[config.mk]
export PLATFORM = sky130hd
export DESIGN_NAME = sw_debounce
export DESIGN_NICKNAME = d
export VERILOG_FILES = /design/src/rtl/sw_debounce.sv
export SDC_FILE = /design/constraint.sdc
export NUM_CORES = 1
export LEC_CHECK = 0
export CAP_MARGIN = 20
export CORE_ASPECT_RATIO = 0.8
export CORE_MARGIN = 4
export CORE_UTILIZATION = 40
export DETAILED_ROUTE_END_ITERATION = 6
export GPL_TIMING_DRIVEN = 0
export PLACE_DENSITY = 0.59
export RECOVER_POWER = 25
export SLEW_MARGIN = 0
export SYNTH_ARGS = -nofsm -noshare
export SYNTH_HDL_FRONTEND = slang
export SYNTH_SLANG_ARGS = --single-unit
[constraint.sdc]
create_clock -name clk_i -period 2.1 [get_ports clk_i]
set_clock_uncertainty 0.1 [all_clocks]
set_input_delay 0.315 -clock clk_i [delete_from_list [all_inputs] [get_ports clk_i]]
set_output_delay 0.315 -clock clk_i [all_outputs]
set_load 0.1 [all_outputs]
[src/rtl/sw_debounce.sv]
// -----------------------------------------------------------------------------
// sw_debounce
//
// Per-bit synchroniser, debouncer and edge detector for mechanical board
// inputs (joystick, DIP switches, software-select switches, card detect).
// Raw pad levels are polarity-corrected, brought into the clk_i domain by a
// two-flop synchroniser, and then a per-bit counter requires DebounceCycles
// consecutive cycles of disagreement with the current output before the
// output follows the synchronised level. Every output change produces a
// one-cycle rise or fall pulse aligned with the new level.
//
// Parameters:
//   Width          number of independent input bits
//   DebounceCycles consecutive stable cycles needed to change an output
//                  (1 .. 2^24)
//   Invert         per-bit mask; a set bit inverts the pad level
//   ResetValue     reset value of the synchronisers and of sw_o
//
// Ports:
//   clk_i      system clock
//   rst_ni     asynchronous active-low reset
//   sw_i       raw pad levels, asynchronous to clk_i
//   sw_o       debounced, polarity-corrected level
//   rise_o     one-cycle pulse when sw_o[i] goes 0 -> 1
//   fall_o     one-cycle pulse when sw_o[i] goes 1 -> 0
//   changed_o  OR of all rise_o and fall_o bits, same cycle
//
// All outputs are registered; nothing combinational reaches an output from
// sw_i.
// -----------------------------------------------------------------------------
module sw_debounce #(
    parameter int unsigned      Width          = 17,
    parameter int unsigned      DebounceCycles = 200_000,
    parameter logic [Width-1:0] Invert         = '1,
    parameter logic [Width-1:0] ResetValue     = '0
) (
    input  logic             clk_i,
    input  logic             rst_ni,
    input  logic [Width-1:0] sw_i,
    output logic [Width-1:0] sw_o,
    output logic [Width-1:0] rise_o,
    output logic [Width-1:0] fall_o,
    output logic             changed_o
);

    // A single-cycle debounce still needs a one-bit counter so the
    // comparison below stays well formed.
    localparam int unsigned CntW =
        (DebounceCycles > 1) ? $clog2(DebounceCycles) : 1;
    localparam logic [CntW-1:0] CntMax = CntW'(DebounceCycles - 1);

    // -------------------------------------------------------------------------
    // Input conditioning and synchroniser.
    // The pad level is corrected for polarity before the first flop; the
    // XOR with a constant mask is the only logic ahead of s1, and nothing
    // sits between s1 and s2. s1 is the asynchronous crossing point.
    // -------------------------------------------------------------------------
    logic [Width-1:0] cond;

    (* ASYNC_REG = "TRUE" *) logic [Width-1:0] s1;
    (* ASYNC_REG = "TRUE" *) logic [Width-1:0] s2;

    assign cond = sw_i ^ Invert;

    always_ff @(posedge clk_i or negedge rst_ni) begin
        if (!rst_ni) begin
            s1 <= ResetValue;
            s2 <= ResetValue;
        end else begin
            s1 <= cond;
            s2 <= s1;
        end
    end

    // -------------------------------------------------------------------------
    // Per-bit debounce state.
    // Each bit is in one of two states, derived rather than stored:
    //   STABLE  : s2 agrees with sw_o, the counter is held at zero
    //   PENDING : s2 disagrees with sw_o, the counter advances each cycle
    // When a PENDING bit has been counting for DebounceCycles cycles the
    // output takes the synchronised level and the counter returns to zero.
    // Returning to STABLE at any point discards the partial count.
    // -------------------------------------------------------------------------
    logic [CntW-1:0]  cnt_q [Width];
    logic [CntW-1:0]  cnt_d [Width];
    logic [Width-1:0] pending;
    logic [Width-1:0] done;
    logic [Width-1:0] sw_d;
    logic [Width-1:0] rise_d;
    logic [Width-1:0] fall_d;
    logic             changed_d;

    always_comb begin
        pending = '0;
        done    = '0;
        for (int i = 0; i < int'(Width); i++) begin
            cnt_d[i]   = '0;
            pending[i] = s2[i] ^ sw_o[i];
            done[i]    = pending[i] && (cnt_q[i] == CntMax);
            // The counter only advances while pending and short of the
            // final count, so it can never exceed CntMax or wrap.
            if (pending[i] && !done[i]) begin
                cnt_d[i] = cnt_q[i] + CntW'(1);
            end
        end
    end

    // A completed bit flips its output; the new level decides which pulse.
    always_comb begin
        sw_d      = sw_o ^ done;
        rise_d    = done & s2;
        fall_d    = done & ~s2;
        changed_d = |done;
    end

    always_ff @(posedge clk_i or negedge rst_ni) begin
        if (!rst_ni) begin
            for (int i = 0; i < int'(Width); i++) begin
                cnt_q[i] <= '0;
            end
            sw_o      <= ResetValue;
            rise_o    <= '0;
            fall_o    <= '0;
            changed_o <= 1'b0;
        end else begin
            for (int i = 0; i < int'(Width); i++) begin
                cnt_q[i] <= cnt_d[i];
            end
            sw_o      <= sw_d;
            // Pulses are recomputed every cycle, so each lasts one cycle.
            rise_o    <= rise_d;
            fall_o    <= fall_d;
            changed_o <= changed_d;
        end
    end

endmodule

==> results of run 1 <==
layout by cell type, fill, tap and decap left out, drive strengths merged, types with 2 or more instances in the layout:
master           n
nand3          135
nand4           57
xor2           177
nor2           363
nor4             2
or3              8
and3            59
or2              7
nor3b           35
nor4b           16
clkbuf          66
mux2            12
a21oi            4
inv             35
nand2          112
o21ai            5
clkinv          12
bufinv           4
xnor2          109
nand2b           7
dfrtp          392
and4             6
buf             41
ha              17
and2            14
nor4bb           9
dlygate4sd3     18
nor3            46
nand4b           4
clkdlybuf4s15   50
worst max path at each step:
| stage | endpoint |
|---|---|
| floorplan | changed_o |
| global placement | asynchronous set/reset pin |
| detailed placement | changed_o |
| CTS | changed_o |
| global route | changed_o |
| finish | changed_o |
kinds of logic (layout without fill, tap and decap cells):
group | after synthesis | count (layout) | synth area share (%)
AO/OA/AOI/OAI | 17 | 17 | 0.6691
flip-flops | 392 | 392 | 55.80
buffers and inverters | 67 | 228 | 2.043
adder cells (fa/ha/maj) | 17 | 17 | 1.210
XOR/XNOR | 286 | 286 | 14.25
multiplexers | 12 | 12 | 0.8115
AND/OR/NAND/NOR | 882 | 882 | 25.21
sequential cells by signal (all words and copies together) (netlist names), named ones only:
register   count
cnt_q        306
fall_o        17
rise_o        17
s1            17
s2            17
changed_o      1
final cells by class:
type                    instances  area [um2]
flip-flops and latches        392        9822
clock buffers                  59        1269
clock inverters                18       200.2
repair buffers                 84       923.4
well taps                     560       700.7
inverters                      34       127.6
multi-input cells            1214        7584
plain buffers                  33       234.0
fillers                      3912       22450
timing repair:
| action | 4_1_cts | 5_1_grt |
|---|---|---|
| resized for setup | 166 | 30 |
| hold buffers | 1 | 0 |
| endpoints found under the setup margin | 53 | 102 |
| pin swaps | 5 | 10 |
| setup buffers | 2 | 8 |
| hold endpoints to repair | 77 | 0 |
metal layers:
| layer | vias to the layer above | routed length, um |
|---|---|---|
| li1 | 5845 | - |
| met3 | 64 | 1408 |
| met5 | - | 0 |
| met4 | 0 | 928 |
| met1 | 5662 | 15770 |
| met2 | 141 | 14270 |
metrics by stage:
step / hold WS (ns) / cell area [um2] / utilization [%] / worst slack [ns] / setup TNS [ns]
2_1_floorplan: -0.08059 / 17590 / - / 0.009462 / 0
3_5_place_dp: 0.2347 / 19080 / 44.05 / -0.2964 / -0.2964
6_report: 0.2427 / 20860 / 48.17 / -0.005586 / -0.005586
4_1_cts: 0.09002 / 20690 / 47.79 / -0.1470 / -0.4640
3_3_place_gp: 0.2329 / 18990 / 43.85 / -18.40 / -6612.73
5_1_grt: 0.2176 / 20860 / 48.17 / -0.1214 / -3.747
power by group through the flow:
stage	combinational (uW)	clock (uW)	sequential, uW
final	517	7760	7790
after global routing	610	8360	7800
after CTS	535	8050	7780
after detailed placement	523	0	7920
after global placement	499	0	7930
after floorplan	250	0	7890
==> impl_metrics.tcl, run 1 <==
set metrics [dict create \
    cp.depth 6 \
    worst_setup_path_start_kind "flip-flop" \
    grt.met3_usage_pct 3.460 \
    num_rows 68 \
    slew_violations 0 \
    crit_family "simple AND/OR/NAND/NOR gates" \
    synthTopCellsByArea "dfrtp_1, xor2_1, nor2_1" \
    wl_per_cell_um 13.53 \
    final_antenna_net_count 0 \
    netSwitchingFraction_pct 21.82 \
    synth_cell_types 52 \
    crit_type "reg -> reg" \
    yosys.area.top_type_share_pct 55.80 \
    violations "setup timing" \
    hold_violations 0 \
    grt_pass1_wl_um 57750 \
    dp_hpwl_um 21450 \
    r2r_start "cnt_q[162]" \
    p_int_uw 12560 \
    slowest_delay_ns 0.53 \
    io_buffers 70 \
    ff2ff_setup_slack_ns -0.006 \
    grt_overflow 0 \
    grt_pass1_vias 12070 \
    fin_cells 2394 \
    cp_slowest_cell "or4_1" \
    syn-num-nets 1709 \
    drcViolationCount 0 \
    crit_required_ns 2.42 \
    tightest_slew_ns 1.193 \
    antenna_found_initial 0 \
    worst-path-max-fanout 6 \
    clockPowerShare_pct 48.3 \
    cap_violations 0 \
    vias 11710 \
    rr_endpoint "changed_o" \
    drt_iter0_markers 614 \
    numCtsBuffers 42 \
    first_pass_iters 4 \
    grt_setup_unrepaired "true" \
    dp_cells 2306 \
    hold_depth 0 \
    clockBufferDepth 3 \
    grt_max_degree 122 \
    clk_latency_ns 0.55 \
    hold_end "s2[4]" \
    vdd_drop_max_mv 0.6292 \
    use_met2_pct 22.06 \
    netlist_instances 1673 \
    place_congestion 0.8013 \
    clk_pin_slew_ns 0.06 \
    crit_start "cnt_q[162]" \
    syn_to_final_growth_pct 18.67 \
    status "complete, but fails checks" \
    synth-main-ff-cell "dfrtp_1" \
    switchingPower_uw 3506 \
    die_x_um 242.4 \
    synth.top_cells.by_count "dfrtp_1, nor2_1, xor2_1" \
    final_nets 1837 \
    initial_core_util_pct 40.59 \
    p_comb_share_pct 3.2 \
    clock.fmax_mhz 474.9 \
    hp-start "s1[4]" \
    synth_seq_cells 392 \
    setup_viol 1 \
    ys_warn_count 0 \
    layout_min_cycle_time_ns 2.106 \
    cp.arrival_ns 2.43 \
    htree_levels 2 \
    maxSlewHeadroom_pct 20.44 \
    cts_root_buf "clkbuf_16" \
    grtUsageTotal_pct 14.16 \
    cts_tree "done" \
    use_met1_pct 19.57 \
    grt_busiest_layer "met2" \
    power_leakage_uw 0.009071 \
    finalWirelength_um 32380 \
    power_uw 16070 \
    worst-path-buf-inv 0 \
    viasPerCell 4.892 \
    drive_above_1_share_pct 14.23 \
    num_io_pins 71 \
    layout_setup_ws_ns -0.005586 \
    yosysTopAreaCell "dfrtp_1" \
    yosysSeqAreaShare_pct 55.80 \
    synth-async-reset-ratio_pct 100.0 \
    synth_area_um2 17580 \
    die_h_um 195.5 \
    reg2regPathDepth 6 \
    cellPowerDensity_nw_per_um2 770.3 \
    cp-end-kind "flip-flop" \
    synth_most_common_cell "dfrtp_1" \
    post-route-period-util_pct 100.3 \
    seq_power_share_pct 48.5 \
    die_area_um2 47380 \
    design.core.area_um2 43310 \
    cts.sinks 392 \
    avgSynthCellArea_um2 10.51 \
    hp-class "reg -> reg" \
    synth-edff-count 0 \
    worstPathCellList "ha_2 -> nand2_2 -> nor3b_1 -> a211oi_2 -> o2111ai_2 -> or4_1" \
    diodes 0 \
]
(Power assumes the default switching activity.)
==> run 2, diff against run 1 <==
--- a/config.mk
+++ b/config.mk
@@ -13,7 +13,7 @@
 export GPL_TIMING_DRIVEN = 0
 export PLACE_DENSITY = 0.59
 export RECOVER_POWER = 25
-export SLEW_MARGIN = 0
+export SLEW_MARGIN = 10
 export SYNTH_ARGS = -nofsm -noshare
 export SYNTH_HDL_FRONTEND = slang
 export SYNTH_SLANG_ARGS = --single-unit
==> run 2 against run 1 <==
Via count fell by 0.76%. Sequential share of layout area increased by 0.14 points. The flow still finishes with violations (setup timing). Combinational power barely moved. Highest routed layer unchanged. Die area stayed put. Register-to-register slack about the same. Cell count is essentially flat. Sequential power barely moved. Flip-flop and latch count did not move. First-iteration DRC count grew 3.3%. Total power down 1.4%.
==> impl_metrics.tcl, run 2 (same netlist as run 1, synthesis figures left out) <==
set metrics [dict create \
    numCtsBuffers 43 \
    initial_core_util_pct 40.59 \
    rr_endpoint "changed_o" \
    drt_iter0_markers 634 \
    grtUsageTotal_pct 14.19 \
    finalWirelength_um 32250 \
    violations "setup timing" \
    cts_tree "done" \
    cp-end-kind "flip-flop" \
    slew_violations 0 \
    ff2ff_setup_slack_ns -0.002 \
    num_io_pins 71 \
    setup_viol 1 \
    place_congestion 0.8013 \
    r2r_start "cnt_q[162]" \
    cts.sinks 392 \
    top_register "cnt_q" \
    final_nets 1840 \
    hold_ws_ns 0.1697 \
    dp_hpwl_um 21540 \
    tightest_slew_ns 0.8094 \
    power_uw 15840 \
    maxSlewHeadroom_pct 46.04 \
    worst_setup_path_start_kind "flip-flop" \
    drcViolationCount 0 \
    diodes 0 \
    cp.depth 6 \
    hold_violations 0 \
    vdd_drop_max_mv 0.5000 \
    crit_type "reg -> reg" \
    power_leakage_uw 0.009033 \
    layout_min_cycle_time_ns 2.102 \
    final_common_cell "dfrtp_1" \
    cp.arrival_ns 2.43 \
    reg2regPathDepth 6 \
    die_x_um 242.4 \
    htree_levels 2 \
    cp_slowest_cell "or4_1" \
    wl_per_cell_um 13.46 \
    final_antenna_net_count 0 \
    drive_above_1_share_pct 14.49 \
    grt_setup_unrepaired "true" \
    io_buffers 70 \
    grt_pass1_vias 12140 \
    cap_violations 0 \
    die_area_um2 47380 \
    viasPerCell 4.851 \
    antenna_found_initial 0 \
    worst-path-buf-inv 0 \
    die_h_um 195.5 \
    worstPathCellList "ha_2 -> nand2_2 -> nor3b_1 -> a211oi_2 -> o2111ai_2 -> or4_1" \
    vias 11620 \
    clockBufferDepth 3 \
    first_pass_iters 5 \
    num_rows 68 \
    grt_max_degree 109 \
    slowest_delay_ns 0.53 \
    syn_to_final_growth_pct 18.33 \
    design.core.area_um2 43310 \
    mostFrequentLayoutCells "dfrtp_1, nor2_1, xor2_1" \
    clock.fmax_mhz 475.7 \
    cp-endpoint "changed_o" \
    status "complete, but fails checks" \
    crit_required_ns 2.43 \
    cts_root_buf "clkbuf_16" \
    crit_family "simple AND/OR/NAND/NOR gates" \
    grt_overflow 0 \
    clk_latency_ns 0.56 \
    hp-class "in -> async" \
    largest_reg_flops 306 \
    worst-path-max-fanout 6 \
    clk_pin_slew_ns 0.06 \
    cellPowerDensity_nw_per_um2 761.4 \
    layout_setup_ws_ns -0.002035 \
    grt_pass1_wl_um 57890 \
    crit_start "cnt_q[162]" \
    post-route-period-util_pct 100.1 \
]
-- run 2: cell count changes in the layout (fill, tap and decap cells not counted), sizes merged --
cell	change
buf	+4
clkbuf	-4
inv	+3
clkinv	-2
clkinvlp	+2
bufinv	-1
-- run 2: worst min path at each step --
stage	start	cells past startpoint	slack, ns	endpoint
after floorplan	rst_ni	0	-0.08	asynchronous set/reset pin
after global placement	s1[7]	0	0.23	s2[7]
after detailed placement	rst_ni	1	0.18	cnt_q[17]
after CTS	sw_i[11]	2	0.08	s1[11]
after global routing	rst_ni	2	0.20	cnt_q[17]
final	rst_ni	2	0.17	cnt_q[17]
-- run 2: layout make-up --
cell class                      count  area (um2)
Clock buffer                       57        1219
Clock inverter                     20       197.7
Tap cell                          560       700.7
Inverter                           34       127.6
Timing Repair Buffer               86       933.4
Sequential cell                   392        9823
Multi-Input combinational cell   1214        7564
Buffer                             33       235.2
Fill cell                        3927       22510
-- run 2: power by group --
group | internal [uW] | switching (uW) | total (uW)
clock network | 4460 | 3080 | 7540
registers | 7670 | 116 | 7780
logic | 183 | 334 | 517
total | 12300 | 3530 | 15800
-- run 2: repair_timing --
action / in CTS / in global routing
hold endpoints to repair: 53 / 0
pin swaps: 5 / 8
endpoints found under the setup margin: 53 / 105
hold buffers: 1 / 0
gates resized for setup: 165 / 30
gates cloned: 0 / 0
setup buffers: 3 / 8
-- run 2: per-stage QoR --
| stage | area, um2 | TNS, ns | worst slack, ns | utilization, % | cells |
|---|---|---|---|---|---|
| 3_5_place_dp | 19110 | -0.3062 | -0.3062 | 44.12 | 2307 |
| 3_3_place_gp | 18990 | -6612.73 | -18.40 | 43.85 | 2303 |
| 2_1_floorplan | 17590 | 0 | 0.009462 | - | 1673 |
| 5_1_grt | 20800 | -0.7493 | -0.09150 | 48.03 | 2396 |
| 6_report | 20800 | -0.002035 | -0.002035 | 48.03 | 2396 |
| 4_1_cts | 20670 | -0.7521 | -0.1233 | 47.74 | 2388 |
-- run 2: layer usage --
metal / wire length [um] / global-route usage [%] / vias up
met5: 0 / 0 / -
met4: 887 / 5.136 / 0
met3: 1254 / 2.910 / 67
met2: 14090 / 22.20 / 133
met1: 16020 / 19.68 / 5579
li1: - / - / 5844
